### src/rtl/btime_input_pkg.sv
// Shared joystick bit map and FSM state types for the Burger Time input stage.
package btime_input_pkg;

    localparam int unsigned JOY_RIGHT  = 0;
    localparam int unsigned JOY_LEFT   = 1;
    localparam int unsigned JOY_DOWN   = 2;
    localparam int unsigned JOY_UP     = 3;
    localparam int unsigned JOY_FIRE   = 4;
    localparam int unsigned JOY_START1 = 5;
    localparam int unsigned JOY_START2 = 6;
    localparam int unsigned JOY_COIN   = 7;
    localparam int unsigned JOY_PAUSE  = 8;

    typedef enum logic [1:0] {
        C_IDLE,
        C_PULSE,
        C_HOLD
    } coin_state_t;

    typedef enum logic [1:0] {
        P_RUN,
        P_ENTER,
        P_PAUSED,
        P_EXIT
    } pause_state_t;

endpackage

### src/rtl/coin_pulser.sv
// Turns a coin button press into one fixed-width pulse; the button must be
// released before another pulse can start.
module coin_pulser
    import btime_input_pkg::*;
#(
    parameter int unsigned COIN_PULSE = 1200000,
    parameter int unsigned CNT_W      = 32
) (
    input  logic clk_sys,
    input  logic reset_n,
    input  logic coin_btn,
    output logic coin
);

    localparam logic [CNT_W-1:0] LAST = CNT_W'(COIN_PULSE - 1);

    coin_state_t      state;
    logic [CNT_W-1:0] cnt;
    logic             btn_prev;
    logic             primed;
    logic             btn_rise;

    // A button already held when reset releases is not a new press.
    assign btn_rise = primed & coin_btn & ~btn_prev;

    always_ff @(posedge clk_sys or negedge reset_n) begin
        if (!reset_n) begin
            state    <= C_IDLE;
            cnt      <= '0;
            btn_prev <= 1'b0;
            primed   <= 1'b0;
            coin     <= 1'b0;
        end else begin
            btn_prev <= coin_btn;
            primed   <= 1'b1;
            case (state)
                C_IDLE: begin
                    if (btn_rise) begin
                        state <= C_PULSE;
                        cnt   <= '0;
                        coin  <= 1'b1;
                    end
                end
                C_PULSE: begin
                    if (cnt == LAST) begin
                        state <= C_HOLD;
                        coin  <= 1'b0;
                    end else begin
                        cnt <= cnt + CNT_W'(1);
                    end
                end
                C_HOLD: begin
                    coin <= 1'b0;
                    if (!coin_btn) begin
                        state <= C_IDLE;
                    end
                end
                default: begin
                    state <= C_IDLE;
                    coin  <= 1'b0;
                end
            endcase
        end
    end

endmodule

### src/rtl/btime_input_ctrl.sv
// Burger Time input conditioning: joystick merge, coin shaping, frame-aligned pause
// and dim-after-timeout. Define BTIME_AUTOFIRE_EN to add the autofire option.
module btime_input_ctrl
    import btime_input_pkg::*;
#(
    parameter int unsigned COIN_PULSE = 1200000,
    parameter int unsigned DIM_TICKS  = 120000000,
    parameter int unsigned CNT_W      = 32
`ifdef BTIME_AUTOFIRE_EN
    ,
    parameter int unsigned AF_HALF    = 600000
`endif
) (
    input  logic        clk_sys,
    input  logic        reset_n,
    input  logic [15:0] joystick_0,
    input  logic [15:0] joystick_1,
    input  logic        osd_status,
    input  logic        osd_pause_en,
    input  logic        hs_access,
    input  logic        vblank,
`ifdef BTIME_AUTOFIRE_EN
    input  logic        autofire_en,
`endif
    output logic        up,
    output logic        down,
    output logic        left,
    output logic        right,
    output logic        fire,
    output logic        start1,
    output logic        start2,
    output logic        coin,
    output logic        pause,
    output logic        user_paused,
    output logic        dim_video
);

    localparam logic [CNT_W-1:0] DIM_MAX = CNT_W'(DIM_TICKS);

    logic [15:0] joy;
    logic        unused_joy;

    assign joy        = joystick_0 | joystick_1;
    assign unused_joy = ^joy[15:9];

    always_ff @(posedge clk_sys or negedge reset_n) begin
        if (!reset_n) begin
            up     <= 1'b0;
            down   <= 1'b0;
            left   <= 1'b0;
            right  <= 1'b0;
            start1 <= 1'b0;
            start2 <= 1'b0;
        end else begin
            up     <= joy[JOY_UP];
            down   <= joy[JOY_DOWN];
            left   <= joy[JOY_LEFT];
            right  <= joy[JOY_RIGHT];
            start1 <= joy[JOY_START1];
            start2 <= joy[JOY_START2];
        end
    end

`ifdef BTIME_AUTOFIRE_EN
    localparam logic [CNT_W-1:0] AF_LAST = CNT_W'(AF_HALF - 1);

    logic [CNT_W-1:0] af_cnt;
    logic             af_active;

    always_ff @(posedge clk_sys or negedge reset_n) begin
        if (!reset_n) begin
            fire      <= 1'b0;
            af_cnt    <= '0;
            af_active <= 1'b0;
        end else if (autofire_en && joy[JOY_FIRE]) begin
            if (!af_active) begin
                af_active <= 1'b1;
                af_cnt    <= '0;
                fire      <= 1'b1;
            end else if (af_cnt == AF_LAST) begin
                af_cnt <= '0;
                fire   <= ~fire;
            end else begin
                af_cnt <= af_cnt + CNT_W'(1);
            end
        end else begin
            af_active <= 1'b0;
            af_cnt    <= '0;
            fire      <= joy[JOY_FIRE];
        end
    end
`else
    always_ff @(posedge clk_sys or negedge reset_n) begin
        if (!reset_n) begin
            fire <= 1'b0;
        end else begin
            fire <= joy[JOY_FIRE];
        end
    end
`endif

    coin_pulser #(
        .COIN_PULSE(COIN_PULSE),
        .CNT_W     (CNT_W)
    ) u_coin_pulser (
        .clk_sys (clk_sys),
        .reset_n (reset_n),
        .coin_btn(joy[JOY_COIN]),
        .coin    (coin)
    );

    pause_state_t     pstate;
    pause_state_t     pstate_d;
    logic             pause_prev;
    logic             vblank_prev;
    logic             primed;
    logic             pause_rise;
    logic             vblank_rise;
    logic             user_paused_d;
    logic [CNT_W-1:0] dim_cnt;
    logic [CNT_W-1:0] dim_cnt_d;

    assign pause_rise  = primed & joy[JOY_PAUSE] & ~pause_prev;
    assign vblank_rise = vblank & ~vblank_prev;

    // A pause press takes priority over a coincident vblank edge.
    always_comb begin
        pstate_d = pstate;
        case (pstate)
            P_RUN:    if (pause_rise) pstate_d = P_ENTER;
            P_ENTER:  if (pause_rise) pstate_d = P_RUN;
                      else if (vblank_rise) pstate_d = P_PAUSED;
            P_PAUSED: if (pause_rise) pstate_d = P_EXIT;
            P_EXIT:   if (pause_rise) pstate_d = P_PAUSED;
                      else if (vblank_rise) pstate_d = P_RUN;
            default:  pstate_d = P_RUN;
        endcase
    end

    assign user_paused_d = (pstate_d == P_PAUSED) || (pstate_d == P_EXIT);

    always_comb begin
        dim_cnt_d = '0;
        if (user_paused_d) begin
            dim_cnt_d = (dim_cnt == DIM_MAX) ? dim_cnt : dim_cnt + CNT_W'(1);
        end
    end

    always_ff @(posedge clk_sys or negedge reset_n) begin
        if (!reset_n) begin
            pstate      <= P_RUN;
            pause_prev  <= 1'b0;
            vblank_prev <= 1'b0;
            primed      <= 1'b0;
            user_paused <= 1'b0;
            pause       <= 1'b0;
            dim_cnt     <= '0;
            dim_video   <= 1'b0;
        end else begin
            pstate      <= pstate_d;
            pause_prev  <= joy[JOY_PAUSE];
            vblank_prev <= vblank;
            primed      <= 1'b1;
            user_paused <= user_paused_d;
            pause       <= user_paused_d | hs_access | (osd_status & osd_pause_en);
            dim_cnt     <= dim_cnt_d;
            // Gated by the next pause state so dim drops together with user_paused.
            dim_video   <= user_paused_d && (dim_cnt == DIM_MAX);
        end
    end

endmodule

### config.mk
export PLATFORM = sky130hd
export DESIGN_NAME = btime_input_ctrl
export DESIGN_NICKNAME = d
export VERILOG_FILES = /design/src/rtl/btime_input_pkg.sv /design/src/rtl/coin_pulser.sv /design/src/rtl/btime_input_ctrl.sv
export SDC_FILE = /design/constraint.sdc
export NUM_CORES = 1
export LEC_CHECK = 0
export CAP_MARGIN = 10
export CORE_MARGIN = 2
export CORE_UTILIZATION = 40
export CTS_CLUSTER_DIAMETER = 120
export DETAILED_ROUTE_END_ITERATION = 10
export HOLD_SLACK_MARGIN = 0.02
export SLEW_MARGIN = 0
export SYNTH_ARGS = -nofsm -noshare
export SYNTH_HDL_FRONTEND = slang
export SYNTH_SLANG_ARGS = --single-unit
### constraint.sdc
create_clock -name clk_sys -period 2.3 [get_ports clk_sys]
set_input_delay 0.345 -clock clk_sys [delete_from_list [all_inputs] [get_ports clk_sys]]
set_output_delay 0.345 -clock clk_sys [all_outputs]
set_load 0.005 [all_outputs]
# After elaboration in Yosys (flattened, before gate mapping)
# Index checks and enable logic that the tools add are counted.
# classes
muxes	19
reduce_logical	8
n_addsub	2
bitwise	12
eq_ne	14
# ops
op	count
32-bit two-way mux	4
32-bit by 1-bit adder with 32-bit output, second input constant	2
32-bit case mux with 2 select lines	1
32-bit by 21-bit equality test with 1-bit output, second input constant	1
32-bit by 27-bit equality test with 1-bit output, second input constant	1
2-bit two-way mux	9
2-bit equality test, second input constant	5
9-bit OR	1
2-bit case mux with 4 select lines	1
1-bit AND	6
2-bit != test, second input constant	3
2-bit case mux with 3 select lines	1
3-bit AND reduction	2
2-bit by 1-bit equality test with 1-bit output, second input constant	2
2-bit zero test	2
2-bit by 1-bit != test with 1-bit output, second input constant	2
1-bit inverter	3
1-bit two-way mux	2
1-bit OR	2
1-bit case mux with 2 select lines	1
2-bit AND reduction	1
2-bit nonzero test	1
1-bit logical AND	1
1-bit logical OR	1
# totals
output_inout_bits	11
word_cells	74
reg_bits	83

# Longest topological paths before layout
# Gate-level depths: netlist of the first run.
# logic_depth
depth_word	9
depth_mapped	8
mapped_depth_nobuf	7

# By module
# Synthesis of the first run repeated with hierarchy kept, for this count alone.
# unflattened
hier_cells	462
area_unflattened_um2	4423.0
# modules_own_cells
module	instances	cells_each	seq_area_each_um2	area_per_inst_um2
btime_input_ctrl	1	235	1176.1	2332.2
coin_pulser	1	227	925.9	2090.8

# Worst setup path after synthesis of the first run
# OpenSTA, ideal clock, no wires.
# synth_timing
path_kind	reg-to-reg
startpoint	reg u_coin_pulser.cnt[26]
endpoint	reg u_coin_pulser.cnt[2]
period_less_slack_ns	2.125
setup_slack_ns	0.175
path_stages_with_launch	6
arrival_time_ns	2.029
setup_ns	0.095
path_cell_list	dfrtp_1 -> or4_1 -> or4_4 -> nor3_2 -> o211ai_1 -> o31ai_1
# synth_between
elab_chain_len	3
# synth_lines
item	line	source
start, declared	coin_pulser.sv:18	logic [CNT_W-1:0] cnt;
start signal, assigned	coin_pulser.sv:49	cnt <= cnt + CNT_W'(1);
32-bit by 21-bit equality test with 1-bit output	coin_pulser.sv:45	if (cnt == LAST) begin
2-bit != test (no line)	--	
3-bit AND reduction (no line)	--	
# Every way passes these cells.
# A chain may end at the register's enable or synchronous reset.

# Worst setup path after layout of the first run
# layout_timing
startpoint	reg u_coin_pulser.cnt[26]
endpoint	reg u_coin_pulser.cnt[4]
# Same word-level chain as after synthesis.

==> results.ini, run 1 <==
[grt]
grt-busiest-layer=met2
grt_pass1_wl_mm=15.0
grt_pass1_vias=3229
use_met2_pct=28.1
grt_usage_pct=16.6
antenna_found_initial=0
grt_max_degree=61
globalRouteOverflowTotal=0
use_met1_pct=21.3
use_met3_pct=3.81

[worst_setup_path]
r2r-start=u_coin_pulser.cnt[26]
r2r_slack_ns=0.11
path_max_fanout=8
critPathKind=register to register
crit_path_start_kind=register
worstSetupEndpointType=register
cp.required_ns=2.55
reg2reg_to=u_coin_pulser.cnt[4]
ff2ff_path_depth=6
cp.arrival_ns=2.44

[clock_network]
cts.htree.levels=3
cts_buffers=9
cts_tree=yes
cts_sinks=83
cts-root-buf=clkbuf_8
cts_resized=0
clock_path_buffers=2
cts.clk_slew.worst_paths_ns=0.08
clk_latency_ns=0.34

[power]
peakVddDrop_uv=321
p_clk_share_pct=36.3
p_switching_w=0.000737
leakage_nw=1.95
p_seq_share_pct=51.6
p_int_w=0.00230
power-per-cell-area_nw_per_um2=625
pwr-share-comb_pct=12.1
p_sw_share_pct=24.3

[detailed_routing]
drc=0
ant_nets=0
drt_iter0_drc=85
wl_per_cell_um=13.9
dr.pass1.iters=4
drt-vias-per-instance=5.32
totalWireLength_mm=8.23
num_vias=3158

[floorplan]
die-width_um=105
fp.dieH_um=105
rows=36
start_util_pct=41.4
die-area_sq_um=10900
core_sq_um=9770
pin_count=49

[timing]
max_clock_freq_mhz=458
period_minus_slack_ns=2.19
final_hold_viol_count=0
clock-skew-final_ns=0.00809
tightest_slew_ns=0.566
finalCritPeriodShare_pct=95.0
hold_slack_ns=0.431
relSlewSlack_pct=61.9
setup_tns_ns=0
setup_ws_ns=0.115
slew_viol_final=0
rsz0062_at_grt=false
setup_viol=0

[hold_path]
worstHoldPathType=input port to async pin

[synthesis]
postSynthCellCount=411
synthTopCellsByCount=83 x dfrtp_1, 58 x nor2_1, 36 x nand3_1, 29 x xor2_1, 22 x nand2_1
async_flop_share_pct=100
avgSynthCellArea_sq_um=9.84
syn_nets=452
synth_top_area_share_pct=51.3
syn-cell-area_sq_um=4050
yosys_warnings=0
synth_area_leaders=dfrtp_1 51%, xor2_1 6.3%, nor2_1 5.4%, nand3_1 4.5%, xnor2_1 4.3%
ys_seq_area_share_pct=51.3
synth_ff_type=dfrtp_1
synth-edff-count=0
yosysMostFrequentCell=dfrtp_1
synth_top_cell_by_area=dfrtp_1
ys_ff_latch=83
yosysUniqueCellTypes=43

[job]
maxCapViolCount=0

[outcome]
status=finished, final reports clean

[finish]
num_antenna_cells=0
register_area_sq_um=2080
n_fill_cell=959
nets=498
multi_input_area_sq_um=1850
design_area_sq_um=4850
drive_above_1_share_pct=10.2
area_growth_pct=19.9

[placement]
place_ws_ns=0.0580
place.gp.congestion=0.782
numPortBuffers=34
dp_hpwl_mm=5.73
place_area_sq_um=4620

-- repair_timing --
item,in CTS,in global routing
setup buffers,0,1
endpoints found under the setup margin,0,4
hold buffers,1,0
hold endpoints to repair,23,0
-- layout make-up --
cell class | instances | area share [%]
Sequential cell | 83 | 42.8
Timing Repair Buffer | 51 | 10.2
Tap cell | 133 | 3.43
Inverter | 14 | 1.08
Multi-Input combinational cell | 298 | 38.1
Clock inverter | 1 | 0.619
Clock buffer | 14 | 3.77
-- cell usage in the layout, fill, tap and decap left out, types with 3 or more instances in the layout --
cell type	instances
a21oi_1	7
and2_1	3
and3_1	13
buf_4	15
clkbuf_8	13
clkdlybuf4s50_1	33
dfrtp_1	83
ha_1	3
inv_1	14
mux2i_1	4
nand2_1	22
nand3_1	36
nand4_1	21
nor2_1	58
nor3_1	11
nor4_1	12
nor4b_1	4
o211ai_1	5
o21ai_0	7
o31ai_1	5
or2_2	8
or3_1	6
xnor2_1	20
xor2_1	28
-- cell families after synthesis --
logic type / Yosys count / synth area share [%]
mux: 4 / 0.990
xor+xnor: 49 / 10.6
fa+ha+maj: 3 / 0.928
flops: 83 / 51.3
buf+inv: 30 / 3.15
other cells: 1 / 0.0927
compound gates: 27 / 4.45
simple gates: 214 / 28.4
-- worst max-delay path by stage --
stage / to / slack (ns) / start
final: u_coin_pulser.cnt[4] / 0.11 / u_coin_pulser.cnt[26]
after global routing: u_coin_pulser.cnt[4] / 0.02 / u_coin_pulser.cnt[26]
after CTS: u_coin_pulser.cnt[4] / 0.03 / u_coin_pulser.cnt[26]
after detailed placement: u_coin_pulser.cnt[4] / 0.06 / u_coin_pulser.cnt[26]
after global placement: u_coin_pulser.cnt[4] / 0.07 / u_coin_pulser.cnt[26]
after floorplan: u_coin_pulser.cnt[2] / 0.18 / u_coin_pulser.cnt[26]
-- state kept, by name, summed over array words and instances, names as in the netlist, 2 cells and up --
register	cells
dim_cnt	32
pstate	2
u_coin_pulser.cnt	32
u_coin_pulser.state	2
-- through the flow --
stage	util [%]	instances	total power, W
6_report	49.6	594	0.00303
5_1_grt	49.6	594	0.00320
4_1_cts	49.5	593	0.00309
3_5_place_dp	47.3	577	0.00197
3_3_place_gp	47.3	577	0.00196
2_1_floorplan	-	411	0.00175
-- worst max-delay path: stages (launching register included) --
cell and delay (ns):
dfrtp_1 0.38, or4_1 0.53, or4_4 0.53, o31ai_4 0.28
buf_4 0.21, o211ai_1 0.08, o31ai_1 0.09
-- metal layers --
layer | part of all wire, % | vias up | wire [um]
met2 | 49 | 52 | 4030
met3 | 3.2 | 10 | 264
met4 | 1.5 | 0 | 125
met5 | 0 | - | 0
li1 | - | 1521 | -
met1 | 46 | 1575 | 3800
-- power by group through the flow --
| stage | Sequential, W | Combinational [W] | Clock, W |
|---|---|---|---|
| 3_5_place_dp | 0.00159 | 0.000377 | 0 |
| 3_3_place_gp | 0.00159 | 0.000366 | 0 |
| 6_report | 0.00156 | 0.000367 | 0.00110 |
| 2_1_floorplan | 0.00158 | 0.000171 | 0 |
| 5_1_grt | 0.00158 | 0.000417 | 0.00121 |
| 4_1_cts | 0.00156 | 0.000380 | 0.00115 |
(Power assumes the default switching activity.)
==> run 2: changes to the inputs <==
--- a/config.mk
+++ b/config.mk
@@ -11,6 +11,7 @@
 export CTS_CLUSTER_DIAMETER = 120
 export DETAILED_ROUTE_END_ITERATION = 10
 export HOLD_SLACK_MARGIN = 0.02
+export RECOVER_POWER = 100
 export SLEW_MARGIN = 0
 export SYNTH_ARGS = -nofsm -noshare
 export SYNTH_HDL_FRONTEND = slang
==> run 2 against run 1 <==
Global-route usage did not move. Non-clock buffer count did not move. First-iteration DRC count did not move. Sequential power barely moved. Power fell by 1.5%. Cell count did not move. Hold slack improved by 0.054 ns. Register-to-register slack barely moved. Critical endpoint unchanged. Largest power group unchanged.
==> results.ini, run 2 (synthesis gave the netlist of run 1 again) <==
[worst_setup_path]
endpoint=u_coin_pulser.cnt[4]  ; unchanged
cp.depth=6  ; unchanged
cp_num_buf_inv=1  ; unchanged
path_max_fanout=8  ; unchanged
r2r_slack_ns=0.13  ; was 0.11 ns
critPathKind=register to register  ; unchanged
ff2ff_path_depth=6  ; unchanged
crit_chain=or4_1, or4_4, o31ai_4, buf_4, o211ai_1, o31ai_1  ; unchanged
cp.required_ns=2.56  ; was 2.55 ns
r2r-start=u_coin_pulser.cnt[26]  ; unchanged
slowest_stage=or4_1  ; unchanged
reg2reg_to=u_coin_pulser.cnt[4]  ; unchanged
cpPeakStageDelay_ns=0.53  ; about the same
worstSetupEndpointType=register  ; unchanged
crit_path_start_kind=register  ; unchanged
startpoint=u_coin_pulser.cnt[26]  ; unchanged
cp.arrival_ns=2.43  ; was 2.44 ns
critPathTopFamily=simple AND/OR/NAND/NOR gates  ; unchanged

[clock_network]
clk_latency_ns=0.34  ; about the same
cts_tree=yes  ; unchanged
cts_buffers=9  ; unchanged
cts-root-buf=clkbuf_8  ; unchanged
cts.clk_slew.worst_paths_ns=0.08  ; about the same
cts.htree.levels=3  ; unchanged
cts_sinks=83  ; unchanged
clock_path_buffers=2  ; unchanged
cts_resized=0  ; unchanged

[timing]
slew_viol_final=0  ; unchanged
final_hold_viol_count=0  ; unchanged
relSlewSlack_pct=10.9  ; was 61.9%
setup_viol=0  ; unchanged
period_minus_slack_ns=2.17  ; was 2.19 ns
max_clock_freq_mhz=460  ; was 458 MHz
tightest_slew_ns=1.34  ; was 0.566 ns
rsz0062_at_grt=false  ; unchanged
clock-skew-final_ns=0.00971  ; was 0.00809 ns
setup_tns_ns=0  ; unchanged
finalCritPeriodShare_pct=94.5  ; was 95.0%

[grt]
grt_pass1_vias=3229  ; unchanged
antenna_found_initial=0  ; unchanged
grt_max_degree=61  ; unchanged
globalRouteOverflowTotal=0  ; unchanged
grt_pass1_wl_mm=15.0  ; unchanged
grt_usage_pct=16.6  ; unchanged

[floorplan]
fp.dieH_um=105  ; unchanged
rows=36  ; unchanged
core_sq_um=9770  ; unchanged
die-area_sq_um=10900  ; unchanged
pin_count=49  ; unchanged
start_util_pct=41.4  ; unchanged
die-width_um=105  ; unchanged

[detailed_routing]
totalWireLength_mm=8.21  ; was 8.23 mm
dr.pass1.iters=4  ; unchanged
ant_nets=0  ; unchanged
drt-vias-per-instance=5.29  ; was 5.32
num_vias=3140  ; was 3158
drc=0  ; unchanged
wl_per_cell_um=13.8  ; was 13.9 um
drt_iter0_drc=85  ; unchanged

[power]
power-per-cell-area_nw_per_um2=621  ; was 625 nW/um^2
peakVddDrop_uv=317  ; was 321 uV
leakage_nw=1.90  ; was 1.95 nW

[finish]
final_cell_mix=83 x dfrtp_1, 58 x nor2_1, 36 x nand3_1, 29 x xor2_1  ; was 83 x dfrtp_1, 58 x nor2_1, 36 x nand3_1, 33 x clkdlybuf4s50_1, 28 x xor2_1
area_growth_pct=18.8  ; was 19.9%
num_antenna_cells=0  ; unchanged
finalNonFillerCells=594  ; unchanged
nets=498  ; unchanged
mostFrequentLayoutCell=dfrtp_1  ; unchanged
top_regs=dim_cnt: 32 flops, u_coin_pulser.cnt: 32 flops  ; unchanged
drive_above_1_share_pct=9.11  ; was 10.2%

[hold_path]
worstHoldPathType=register to register  ; was input port to async pin
min_from=pstate[0]

[outcome]
status=finished, final reports clean  ; unchanged

[placement]
dp_hpwl_mm=5.73  ; unchanged
placed_cells=577  ; unchanged
numPortBuffers=34  ; unchanged
place.gp.congestion=0.782  ; unchanged

[job]
maxCapViolCount=0  ; unchanged

## run 2: cell types whose count changed in the layout (fill, tap and decap cells not counted), sizes merged
cell	change
dlygate4sd3	+21
clkdlybuf4s50	-21
buf	-4
clkbuf	+4
## run 2: repair_timing
action                                 in CTS  in global routing
setup buffers                               0                  1
endpoints found under the hold margin      23                  0
hold buffers                                1                  0
setup endpoints to repair                   0                  4
## run 2: worst min path at each step
stage / slack, ns / endpoint / cells past startpoint
global placement: 0.27 / u_coin_pulser.primed / 1
global route: 0.53 / pstate[0] / 1
detailed placement: 0.27 / pause_prev / 1
floorplan: 0.05 / dim_cnt[0] / 0
finish: 0.49 / pstate[0] / 1
CTS: 0.43 / u_coin_pulser.coin / 2
## run 2: layer usage
metal / vias up / track usage, % / part of all wire, %
met5: - / 0 / 0
met4: 0 / 5.12 / 1.5
met3: 10 / 3.81 / 3.3
met2: 47 / 28.1 / 49
met1: 1559 / 21.3 / 46
li1: 1524 / - / -
## run 2: final cells by class
type / instances / area (sq um)
tap: 133 / 166
multi-input combinational: 298 / 1830
clock inverter: 1 / 30.0
fill: 965 / 4970
clock buffer: 14 / 183
inverter: 14 / 52.6
sequential: 83 / 2080
timing repair buffer: 51 / 469
## run 2: stage by stage
stage / hold WS [ns] / utilization, % / cell area (sq um) / total power (W) / setup slack (ns)
after CTS: 0.430 / 49.5 / 4840 / 0.00309 / 0.0324
after detailed placement: 0.269 / 47.3 / 4620 / 0.00197 / 0.0580
after floorplan: 0.0494 / - / 4050 / 0.00175 / 0.175
after global routing: 0.527 / 49.2 / 4800 / 0.00315 / 0.0275
final: 0.485 / 49.2 / 4800 / 0.00299 / 0.126
after global placement: 0.267 / 47.3 / 4620 / 0.00196 / 0.0731
## run 2: power breakdown
part           total, W  leakage (nW)  internal, W  switching (W)
registers       0.00156         0.964      0.00151      0.0000480
clock network   0.00111         0.109     0.000616       0.000490
logic          0.000320         0.832     0.000126       0.000194
total           0.00299          1.90      0.00225       0.000731
==> run 3: changes to the inputs <==
--- a/config.mk
+++ b/config.mk
@@ -6,7 +6,7 @@
 export NUM_CORES = 1
 export LEC_CHECK = 0
 export CAP_MARGIN = 10
-export CORE_MARGIN = 2
+export CORE_MARGIN = 1
 export CORE_UTILIZATION = 40
 export CTS_CLUSTER_DIAMETER = 120
 export DETAILED_ROUTE_END_ITERATION = 10
==> run 3 against run 2 <==
Cell area stayed put. Sequential share of layout area stayed put. Wire length is 0.90% lower. Count of clock-buffer cells in the layout is 5 lower. Die area is 3.8% lower. Core utilization stayed put. Worst setup slack worse by 0.014 ns. Global-route usage is 0.55 points higher. Cell count is 0.17% lower. Combinational power hardly changed. Power is 3.7% higher. Critical path depth stayed put.
==> results.ini, run 3 (synthesis gave the netlist of run 1 again) <==
[finish]
top_regs=dim_cnt: 32 flops, u_coin_pulser.cnt: 32 flops  ; unchanged
finalNonFillerCells=593  ; was 594
num_antenna_cells=0  ; unchanged
mostFrequentLayoutCell=dfrtp_1  ; unchanged
nets=496  ; was 498
drive_above_1_share_pct=9.57  ; was 9.11%
final_cell_mix=83 x dfrtp_1, 58 x nor2_1, 36 x nand3_1, 28 x xor2_1  ; was 83 x dfrtp_1, 58 x nor2_1, 36 x nand3_1, 29 x xor2_1
area_growth_pct=18.8  ; unchanged

[grt]
grt_pass1_vias=2988  ; was 3229
grt_usage_pct=17.2  ; was 16.6%
grt-busiest-layer=met2  ; unchanged
globalRouteOverflowTotal=0  ; unchanged
use_met2_pct=26.8  ; was 28.1%
antenna_found_initial=0  ; unchanged
grt_max_degree=64  ; was 61
grt_pass1_wl_mm=14.1  ; was 15.0 mm
use_met1_pct=23.6  ; was 21.3%
use_met3_pct=2.85  ; was 3.81%

[placement]
dp_hpwl_mm=5.59  ; was 5.73 mm
placed_cells=575  ; was 577
place.gp.congestion=0.775  ; was 0.782
numPortBuffers=34  ; unchanged
place_ws_ns=-0.0105  ; was 0.0580 ns

[clock_network]
clock_path_buffers=2  ; unchanged
cts_sinks=83  ; unchanged
cts_tree=yes  ; unchanged
cts-root-buf=clkbuf_8  ; unchanged
cts.clk_slew.worst_paths_ns=0.10  ; was 0.08 ns
clk_latency_ns=0.36  ; was 0.34 ns
cts.htree.levels=3  ; unchanged
cts_buffers=9  ; unchanged

[detailed_routing]
drt_iter0_drc=110  ; was 85
drt-vias-per-instance=5.19  ; was 5.29
totalWireLength_mm=8.14  ; was 8.21 mm
drc=0  ; unchanged
wl_per_cell_um=13.7  ; was 13.8 um
num_vias=3077  ; was 3140
dr.pass1.iters=4  ; unchanged
ant_nets=0  ; unchanged

[worst_setup_path]
critPathTopFamily=simple AND/OR/NAND/NOR gates  ; unchanged
r2r-start=u_coin_pulser.cnt[26]  ; unchanged
crit_chain=or4_1, or4_4, o31ai_4, buf_4, o211ai_1, o31ai_1  ; unchanged
critPathKind=register to register  ; unchanged
crit_path_start_kind=register  ; unchanged
slowest_stage=or4_1  ; unchanged
cp.arrival_ns=2.45  ; was 2.43 ns
cpPeakStageDelay_ns=0.53  ; about the same
r2r_slack_ns=0.11  ; was 0.13 ns
path_max_fanout=8  ; unchanged
worstSetupEndpointType=register  ; unchanged
cp_num_buf_inv=1  ; unchanged
ff2ff_path_depth=6  ; unchanged
cp.required_ns=2.56  ; about the same
reg2reg_to=u_coin_pulser.cnt[4]  ; unchanged

[power]
p_switching_w=0.000827  ; was 0.000731 W
pwr-share-comb_pct=10.3  ; was 10.7%
p_sw_share_pct=26.7  ; was 24.5%
power-per-cell-area_nw_per_um2=645  ; was 621 nW/um^2
p_seq_share_pct=50.5  ; was 52.3%
p_clk_share_pct=39.2  ; was 37.0%
peakVddDrop_uv=361  ; was 317 uV
p_int_w=0.00227  ; was 0.00225 W
leakage_nw=1.90  ; about the same

[timing]
tightest_slew_ns=1.12  ; was 1.34 ns
hold_slack_ns=0.489  ; was 0.485 ns
rsz0062_at_grt=false  ; unchanged
setup_ws_ns=0.113  ; was 0.126 ns
setup_tns_ns=0  ; unchanged
clock-skew-final_ns=0.0106  ; was 0.00971 ns
final_hold_viol_count=0  ; unchanged
max_clock_freq_mhz=457  ; was 460 MHz
relSlewSlack_pct=25.1  ; was 10.9%
setup_viol=0  ; unchanged
period_minus_slack_ns=2.19  ; was 2.17 ns
slew_viol_final=0  ; unchanged
finalCritPeriodShare_pct=95.1  ; was 94.5%

[hold_path]
hold_path_depth=1  ; unchanged
min_to=pstate[0]  ; unchanged
worstHoldPathType=register to register  ; unchanged
min_from=pstate[0]  ; unchanged

[outcome]
status=finished, final reports clean  ; unchanged

[floorplan]
die-width_um=103  ; was 105 um
core_sq_um=9770  ; unchanged
die-area_sq_um=10500  ; was 10900 sq um
fp.dieH_um=103  ; was 105 um
pin_count=49  ; unchanged
start_util_pct=41.4  ; unchanged
rows=36  ; unchanged

[job]
maxCapViolCount=0  ; unchanged

==> run 3: timing repair <==
item / in CTS / in global routing
hold endpoints to repair: 20 / 0
hold buffers: 1 / 0
gates resized for setup: 0 / 0
pin swaps: 1 / 1
setup buffers: 0 / 1
endpoints found under the setup margin: 1 / 3
==> run 3: power by group through the flow <==
stage | Sequential, W | Clock, W | Combinational, W
after floorplan | 0.00158 | 0 | 0.000171
after global placement | 0.00159 | 0 | 0.000369
after detailed placement | 0.00159 | 0 | 0.000372
after CTS | 0.00156 | 0.00125 | 0.000375
after global routing | 0.00157 | 0.00131 | 0.000363
final | 0.00156 | 0.00121 | 0.000320
==> run 3: cell type report <==
class                      count  area (sq um)
fill                         937          4970
tap                          133           166
timing repair buffer          49           447
clock inverter                 7           105
sequential                    83          2080
inverter                      14          52.6
multi-input combinational    298          1830
clock buffer                   9           124
==> run 3: per-layer routing <==
metal / vias to the layer above / part of all wire, %
li1: 1523 / -
met1: 1498 / 49
met2: 42 / 46
met3: 14 / 2.6
met4: 0 / 1.9
met5: - / 0
==> run 3: how the worst max path moves through the flow <==
stage	to	start	slack (ns)	depth (start not counted)
finish	u_coin_pulser.cnt[4]	u_coin_pulser.cnt[26]	0.11	6
global route	u_coin_pulser.cnt[2]	u_coin_pulser.cnt[24]	0.02	6
CTS	u_coin_pulser.cnt[4]	u_coin_pulser.cnt[24]	0.04	6
detailed placement	u_coin_pulser.cnt[4]	u_coin_pulser.cnt[26]	-0.01	6
global placement	u_coin_pulser.cnt[4]	u_coin_pulser.cnt[26]	0.03	6
floorplan	u_coin_pulser.cnt[2]	u_coin_pulser.cnt[26]	0.18	5
==> run 3: per-stage QoR <==
step,cell area [sq um],power (W),util [%]
finish,4800,0.00310,49.2
global route,4800,0.00325,49.2
CTS,4840,0.00319,49.6
detailed placement,4600,0.00196,47.1
global placement,4600,0.00196,47.1
floorplan,4050,0.00175,-
